### config.mk
export PLATFORM = sky130hd
export DESIGN_NAME = picosoc_mem_arbiter_flat
export DESIGN_NICKNAME = d
export VERILOG_FILES = /design/src/rtl/picosoc_pkg.sv /design/src/rtl/picosoc_mem_arbiter_if.sv /design/src/rtl/picosoc_rr_pick.sv /design/src/rtl/picosoc_mem_arbiter.sv /design/src/flat_wrapper.sv
export SDC_FILE = /design/constraint.sdc
export NUM_CORES = 1
export LEC_CHECK = 0
export ABC_CLOCK_PERIOD_IN_PS = 2300
export BUFFER_PORTS_ARGS = -buffer_cell sky130_fd_sc_hd__buf_2
export CORE_AREA = 4 4 113 115
export CTS_CLUSTER_SIZE = 20
export DETAILED_ROUTE_END_ITERATION = 10
export DIE_AREA = 0 0 117 119
export PLACE_DENSITY = 0.65
export SLEW_MARGIN = 25
export SYNTH_ARGS = -nofsm -noshare
export SYNTH_HDL_FRONTEND = slang
export SYNTH_SLANG_ARGS = --single-unit
### constraint.sdc
create_clock -name clk -period 2.3 [get_ports clk]
set_input_delay 0.46 -clock clk [delete_from_list [all_inputs] [get_ports clk]]
set_output_delay 0.46 -clock clk [all_outputs]
set_load 0.005 [all_outputs]
### src/rtl/picosoc_pkg.sv
// Shared types and native-bus field widths for the picosoc SRAM arbiter.
package picosoc_pkg;
  typedef enum logic [1:0] {
    IDLE   = 2'd0,
    ACCESS = 2'd1,
    RESP   = 2'd2
  } arb_state_t;

  localparam int MASTER_CNT = 2;
  localparam int ADDR_W     = 32;
  localparam int DATA_W     = 32;
  localparam int STRB_W     = 4;
  localparam int SRAM_AW    = 22;
endpackage

### src/rtl/picosoc_mem_arbiter_if.sv
// Native valid/ready memory bus: one requester (master) and one responder (slave).
interface picosoc_mem_arbiter_if;
  logic                         valid;
  logic                         ready;
  logic [picosoc_pkg::ADDR_W-1:0] addr;
  logic [picosoc_pkg::DATA_W-1:0] wdata;
  logic [picosoc_pkg::STRB_W-1:0] wstrb;
  logic [picosoc_pkg::DATA_W-1:0] rdata;

  modport master (output valid, addr, wdata, wstrb, input ready, rdata);
  modport slave  (input valid, addr, wdata, wstrb, output ready, rdata);
endinterface

### src/rtl/picosoc_rr_pick.sv
// Two-way round-robin picker; remembers which master was granted last.
module picosoc_rr_pick
  import picosoc_pkg::*;
(
  input  logic                  clk,
  input  logic                  reset,
  input  logic [MASTER_CNT-1:0] i_req,
  input  logic                  i_adv,
  output logic [MASTER_CNT-1:0] o_pick
);
  logic r_last_m1;

  // Contention goes to whoever was not served last; a lone requester always wins.
  always_comb begin
    o_pick = i_req;
    if (i_req == 2'b11) begin
      o_pick = r_last_m1 ? 2'b01 : 2'b10;
    end
  end

  always_ff @(posedge clk or posedge reset) begin
    if (reset) begin
      r_last_m1 <= 1'b1;
    end else if (i_adv) begin
      r_last_m1 <= o_pick[1];
    end
  end
endmodule

### src/rtl/picosoc_mem_arbiter.sv
// Shares one single-port SRAM between two native buses, 3 cycles per access.
// Define MEM_ARB_RR_EN for round-robin arbitration; default is fixed m0 priority.
module picosoc_mem_arbiter
  import picosoc_pkg::*;
#(
  parameter int                WORDS     = 256,
  parameter logic [ADDR_W-1:0] ADDR_BASE = 32'h0000_0000
) (
  input  logic                  clk,
  input  logic                  reset,
  picosoc_mem_arbiter_if.slave  m0,
  picosoc_mem_arbiter_if.slave  m1,
  output logic [STRB_W-1:0]     sram_wen,
  output logic [SRAM_AW-1:0]    sram_addr,
  output logic [DATA_W-1:0]     sram_wdata,
  input  logic [DATA_W-1:0]     sram_rdata,
  output logic [MASTER_CNT-1:0] grant
);
  localparam logic [ADDR_W:0] WIN_BYTES = (ADDR_W+1)'(WORDS) << 2;

  arb_state_t              r_state;
  logic [MASTER_CNT-1:0]   r_grant;
  logic [MASTER_CNT-1:0]   r_ready;
  logic                    r_in_range;
  logic [STRB_W-1:0]       r_sram_wen;
  logic [SRAM_AW-1:0]      r_sram_addr;
  logic [DATA_W-1:0]       r_sram_wdata;

  logic [MASTER_CNT-1:0]   w_req;
  logic [MASTER_CNT-1:0]   w_pick;
  logic [ADDR_W-1:0]       w_sel_addr;
  logic [DATA_W-1:0]       w_sel_wdata;
  logic [STRB_W-1:0]       w_sel_wstrb;
  logic [ADDR_W:0]         w_diff;
  logic                    w_in_range;

  assign w_req = {m1.valid, m0.valid};

`ifdef MEM_ARB_RR_EN
  logic w_adv;
  assign w_adv = (r_state == IDLE) && (|w_req);

  picosoc_rr_pick u_rr_pick (
    .clk    (clk),
    .reset  (reset),
    .i_req  (w_req),
    .i_adv  (w_adv),
    .o_pick (w_pick)
  );
`else
  assign w_pick = m0.valid ? 2'b01 : {m1.valid, 1'b0};
`endif

  assign w_sel_addr  = w_pick[1] ? m1.addr  : m0.addr;
  assign w_sel_wdata = w_pick[1] ? m1.wdata : m0.wdata;
  assign w_sel_wstrb = w_pick[1] ? m1.wstrb : m0.wstrb;

  // 33-bit difference: a borrow (addr below base) lands in bit 32 and fails the window check.
  assign w_diff     = {1'b0, w_sel_addr} - {1'b0, ADDR_BASE};
  assign w_in_range = (w_diff < WIN_BYTES);

  always_ff @(posedge clk or posedge reset) begin
    if (reset) begin
      r_state      <= IDLE;
      r_grant      <= '0;
      r_ready      <= '0;
      r_in_range   <= 1'b0;
      r_sram_wen   <= '0;
      r_sram_addr  <= '0;
      r_sram_wdata <= '0;
    end else begin
      case (r_state)
        IDLE: begin
          if (|w_req) begin
            r_grant      <= w_pick;
            r_in_range   <= w_in_range;
            r_sram_addr  <= w_diff[SRAM_AW+1:2];
            r_sram_wdata <= w_sel_wdata;
            r_sram_wen   <= w_in_range ? w_sel_wstrb : '0;
            r_state      <= ACCESS;
          end
        end
        ACCESS: begin
          r_sram_wen <= '0;
          r_ready    <= r_grant;
          r_state    <= RESP;
        end
        RESP: begin
          r_ready <= '0;
          r_grant <= '0;
          r_state <= IDLE;
        end
        default: r_state <= IDLE;
      endcase
    end
  end

  // SRAM output is only meaningful in RESP, so the registered ready pulse gates it.
  assign m0.ready = r_ready[0];
  assign m1.ready = r_ready[1];
  assign m0.rdata = (r_ready[0] && r_in_range) ? sram_rdata : '0;
  assign m1.rdata = (r_ready[1] && r_in_range) ? sram_rdata : '0;

  assign sram_wen   = r_sram_wen;
  assign sram_addr  = r_sram_addr;
  assign sram_wdata = r_sram_wdata;
  assign grant      = r_grant;
endmodule

### src/flat_wrapper.sv
// flat-port wrapper written by rule: the top's interface ports become plain ports
module picosoc_mem_arbiter_flat import picosoc_pkg::*;
#(
  parameter int                WORDS     = 256,
  parameter logic [ADDR_W-1:0] ADDR_BASE = 32'h0000_0000
)
  (clk, reset, sram_wen, sram_addr, sram_wdata, sram_rdata, grant, m0_valid, m0_addr, m0_wdata, m0_wstrb, m0_ready, m0_rdata, m1_valid, m1_addr, m1_wdata, m1_wstrb, m1_ready, m1_rdata);
  picosoc_mem_arbiter_if m0_i ();
  picosoc_mem_arbiter_if m1_i ();
  input  logic clk;
  input  logic reset;
  output logic [STRB_W-1:0] sram_wen;
  output logic [SRAM_AW-1:0] sram_addr;
  output logic [DATA_W-1:0] sram_wdata;
  input  logic [DATA_W-1:0] sram_rdata;
  output logic [MASTER_CNT-1:0] grant;
  input wire logic [$bits(m0_i.valid)-1:0] m0_valid;
  input wire logic [$bits(m0_i.addr)-1:0] m0_addr;
  input wire logic [$bits(m0_i.wdata)-1:0] m0_wdata;
  input wire logic [$bits(m0_i.wstrb)-1:0] m0_wstrb;
  output wire logic [$bits(m0_i.ready)-1:0] m0_ready;
  output wire logic [$bits(m0_i.rdata)-1:0] m0_rdata;
  input wire logic [$bits(m1_i.valid)-1:0] m1_valid;
  input wire logic [$bits(m1_i.addr)-1:0] m1_addr;
  input wire logic [$bits(m1_i.wdata)-1:0] m1_wdata;
  input wire logic [$bits(m1_i.wstrb)-1:0] m1_wstrb;
  output wire logic [$bits(m1_i.ready)-1:0] m1_ready;
  output wire logic [$bits(m1_i.rdata)-1:0] m1_rdata;
  assign m0_i.valid = m0_valid;
  assign m0_i.addr = m0_addr;
  assign m0_i.wdata = m0_wdata;
  assign m0_i.wstrb = m0_wstrb;
  assign m0_ready = m0_i.ready;
  assign m0_rdata = m0_i.rdata;
  assign m1_i.valid = m1_valid;
  assign m1_i.addr = m1_addr;
  assign m1_i.wdata = m1_wdata;
  assign m1_i.wstrb = m1_wstrb;
  assign m1_ready = m1_i.ready;
  assign m1_rdata = m1_i.rdata;
  picosoc_mem_arbiter #(.WORDS(WORDS), .ADDR_BASE(ADDR_BASE)) u_core (.clk(clk), .reset(reset), .m0(m0_i), .m1(m1_i), .sram_wen(sram_wen), .sram_addr(sram_addr), .sram_wdata(sram_wdata), .sram_rdata(sram_rdata), .grant(grant));
endmodule
==> results by group <==
Status
  – Status: finished, final reports clean

Clock tree
  – Setup Buffers After CTS: 0
  – Clk sinks: 65
  – Clk_lat worst skew: 320 ps
  – Deepest clock path buffer count: 2
  – Cts-stage hold buffer count: 0
  – CTS tree: done
  – Root Buffer Master: clkbuf_16
  – H-tree depth: 3
  – Clock Pin Slew Worst Setup and Hold Paths: 60 ps
  – CTS buffer count: 9
  – # resized after CTS: 0

STA
  – Fin. Hold Viols: 0
  – # setup viols final: 0
  – Rel. slew slack: 0.4642
  – RSZ-0062 raised after global routing: false
  – Final Max Slew Viols: 0
  – Min Tclk post-route: 2047 ps
  – Period Utilization, post-route: 0.8898
  – Final worst slack: 253.5 ps
  – Worst-Margin Slew: 803.8 ps
  – Max frequency: 488.6 MHz
  – Clock skew: 6.488 ps

Worst setup path
  – RR Startpoint: u_core.r_state[0]$_DFFE_PP0P_
  – R2R cell count: 5
  – Startpoint Class: flip-flop
  – FF-to-FF End: u_core.sram_wen[2]$_DFFE_PP0P_
  – WS Path Type: flip-flop to output port
  – Arrival time at the worst endpoint: 1590 ps
  – Crit-path max FO: 34
  – Crit. End Element: output port
  – Internal reg-to-reg setup slack: 670 ps
  – WP data required: 1840 ps

Routing
  – Vias per Instance: 4.727
  – Total Routed Length: 12.87 mm
  – Post-route ant nets: 0
  – Via count: 3,838
  – 1st-iter DRT viols: 162
  – WL/cell: 15.84 um
  – Residual DRC: 0
  – TritonRoute pass-1 iters: 4

Cells and area
  – Layout cell share with drive strength beyond 1: 0.4857
  – Final std cells w/o fill: 812
  – Design area: 0.005470 mm^2
  – NumNets Final: 834
  – Fillcell total: 1,168
  – Sequential cell area: 0.001627 mm^2
  – Area grow syn2layout: 54.22%
  – Area of the multi-input gates: 0.001797 mm^2

Synth
  – Post-synthesis cell type count: 22
  – Post-synthesis sequential area ratio: 0.4586
  – Cell Area, Synth: 0.003547 mm^2
  – Avg Cell Area, Syn: 9.359 um^2
  – Mapped Nets: 555
  – Ys Warns: 0
  – Synth Instances: 379
  – Seq cells post-synth: 65

Power and ir drop
  – Int Pwr: 3.249 mW
  – Clk pwr share: 0.248
  – Logic pwr share: 0.360
  – Peak supply drop: 0.3829 mV
  – Power density cells: 930.3 mW/mm^2
  – Reg power frac: 0.391
  – Psw: 1.840 mW
  – Power, Total: 5.089 mW
  – Leakage: 3.450 nW
  – Switching fraction of total power: 0.3616

Global route
  – Total track usage: 0.1741
  – Initial antenna violation count: 2
  – First-pass GRT wire length: 18.96 mm
  – Total gr overflow: 0
  – Vias in the first global route: 3,751
  – Largest net degree at the start of global routing: 115

Place
  – DP Cell Count: 794
  – Placer Congestion: 0.9297
  – DP HPWL: 10.56 mm
  – Area post-placement: 0.005182 mm^2
  – DP Worst Slack: -17.98 ps
  – # port buffers: 293

Min path
  – Hold Path Class: input pin to asynchronous set/reset pin

Floorplan
  – Die height: 119 um
  – # rows: 40
  – Starting Density: 0.3003
  – Io pins: 298
  – Die W: 117 um
  – Die area: 0.01392 mm^2
  – Core area: 0.01181 mm^2

Run
  – Max cap viols: 0
## placed cells by master, fill, tap and decap left out, types with 4 or more instances in the layout
cell type,Yosys,routed
buf_4,0,4
ha_1,4,4
inv_1,5,4
dfrtp_1,65,65
mux2i_1,60,60
nand2_1,61,61
o21ai_0,56,56
nor4_1,9,9
clkbuf_16,0,9
o41ai_1,4,4
buf_2,3,293
and3_1,64,64
## layer usage
layer | track usage | vias up | wire [um]
met5 | 0 | - | 0
met4 | 0.06022 | 0 | 260
met1 | 0.1966 | 1739 | 4866
met3 | 0.03303 | 18 | 988
li1 | - | 1913 | -
met2 | 0.3201 | 168 | 6751
## cell type report
cell class	count	area share
Clock inverter	5	0.007319
Multi-Input combinational cell	277	0.3285
Timing Repair Buffer	300	0.2845
Antenna cell	2	0.0009149
Clock buffer	11	0.04437
Sequential cell	65	0.2973
Inverter	5	0.003431
Tap cell	147	0.03362
## critical path, cell delays in order (launching register included)
cell and delay [ps]:
dfrtp_1 860, and3_1 280, buf_2 120
## sequential cells by signal, indices dropped and copies added (netlist names)
signal and flops:
u_core.r_in_range 1, u_core.sram_wdata 32, u_core.grant 2, u_core.sram_wen 4, u_core.sram_addr 22, u_core.r_ready 2
u_core.r_state 2
## logic make-up after synthesis
| kind of cell | Yosys count | share of synthesized area |
|---|---|---|
| adders and majority gates | 4 | 0.01411 |
| muxes | 62 | 0.1757 |
| and+or+nand+nor | 146 | 0.2123 |
| DFF | 65 | 0.4586 |
| buffers and inverters | 37 | 0.04021 |
| AOI/OAI and AO/OA | 65 | 0.09912 |
## cells in the mapped netlist (all sizes together)
master	instances	area, um^2
dfrtp	65	1627
and3	64	400.4
nand2	61	229.0
mux2i	60	600.6
o21ai	57	285.3
clkbuf	29	108.9
nor4	9	56.30
inv	5	18.77
ha	4	50.05
o41ai	4	35.03
buf	3	15.01
nor2	3	11.26
mux2	2	22.52
nand2b	2	12.51
nand3	2	10.01
nand4	2	12.51
o22ai	2	12.51
or4	2	15.01
a31o	1	8.760
nor2b	1	6.260
o22a	1	10.01
## power groups by stage
stage / Combinational, mW / Sequential (mW) / Clock, mW
final: 1.83 / 1.99 / 1.26
after global routing: 2.09 / 2.07 / 1.37
after CTS: 1.88 / 2.00 / 1.30
after detailed placement: 1.89 / 2.00 / 0
after global placement: 1.82 / 1.99 / 0
after floorplan: 0.920 / 1.98 / 0
## worst max path at each step
stage | from | endpoint | cells after the start
3_3_place_gp | m1_addr[10] | u_core.sram_wen[1]$_DFFE_PP0P_ | 5
2_1_floorplan | reset | u_core.grant[0]$_DFFE_PP0P_ | 1
3_5_place_dp | m1_addr[10] | u_core.sram_wen[2]$_DFFE_PP0P_ | 5
4_1_cts | u_core.r_ready[0]$_DFFE_PP0P_ | m0_rdata[27] | 2
6_report | u_core.r_ready[0]$_DFFE_PP0P_ | m0_rdata[27] | 2
5_1_grt | u_core.r_ready[0]$_DFFE_PP0P_ | m0_rdata[27] | 2
## metrics by stage
stage	TNS, ps	hold slack (ps)	utilization
floorplan	0	467.3	-
global placement	0	460.5	0.4388
detailed placement	-17.98	465.6	0.4388
CTS	0	247.8	0.4627
global route	0	287.4	0.4631
finish	0	231.0	0.4631
No activity file was read; power rests on OpenSTA's default activity.
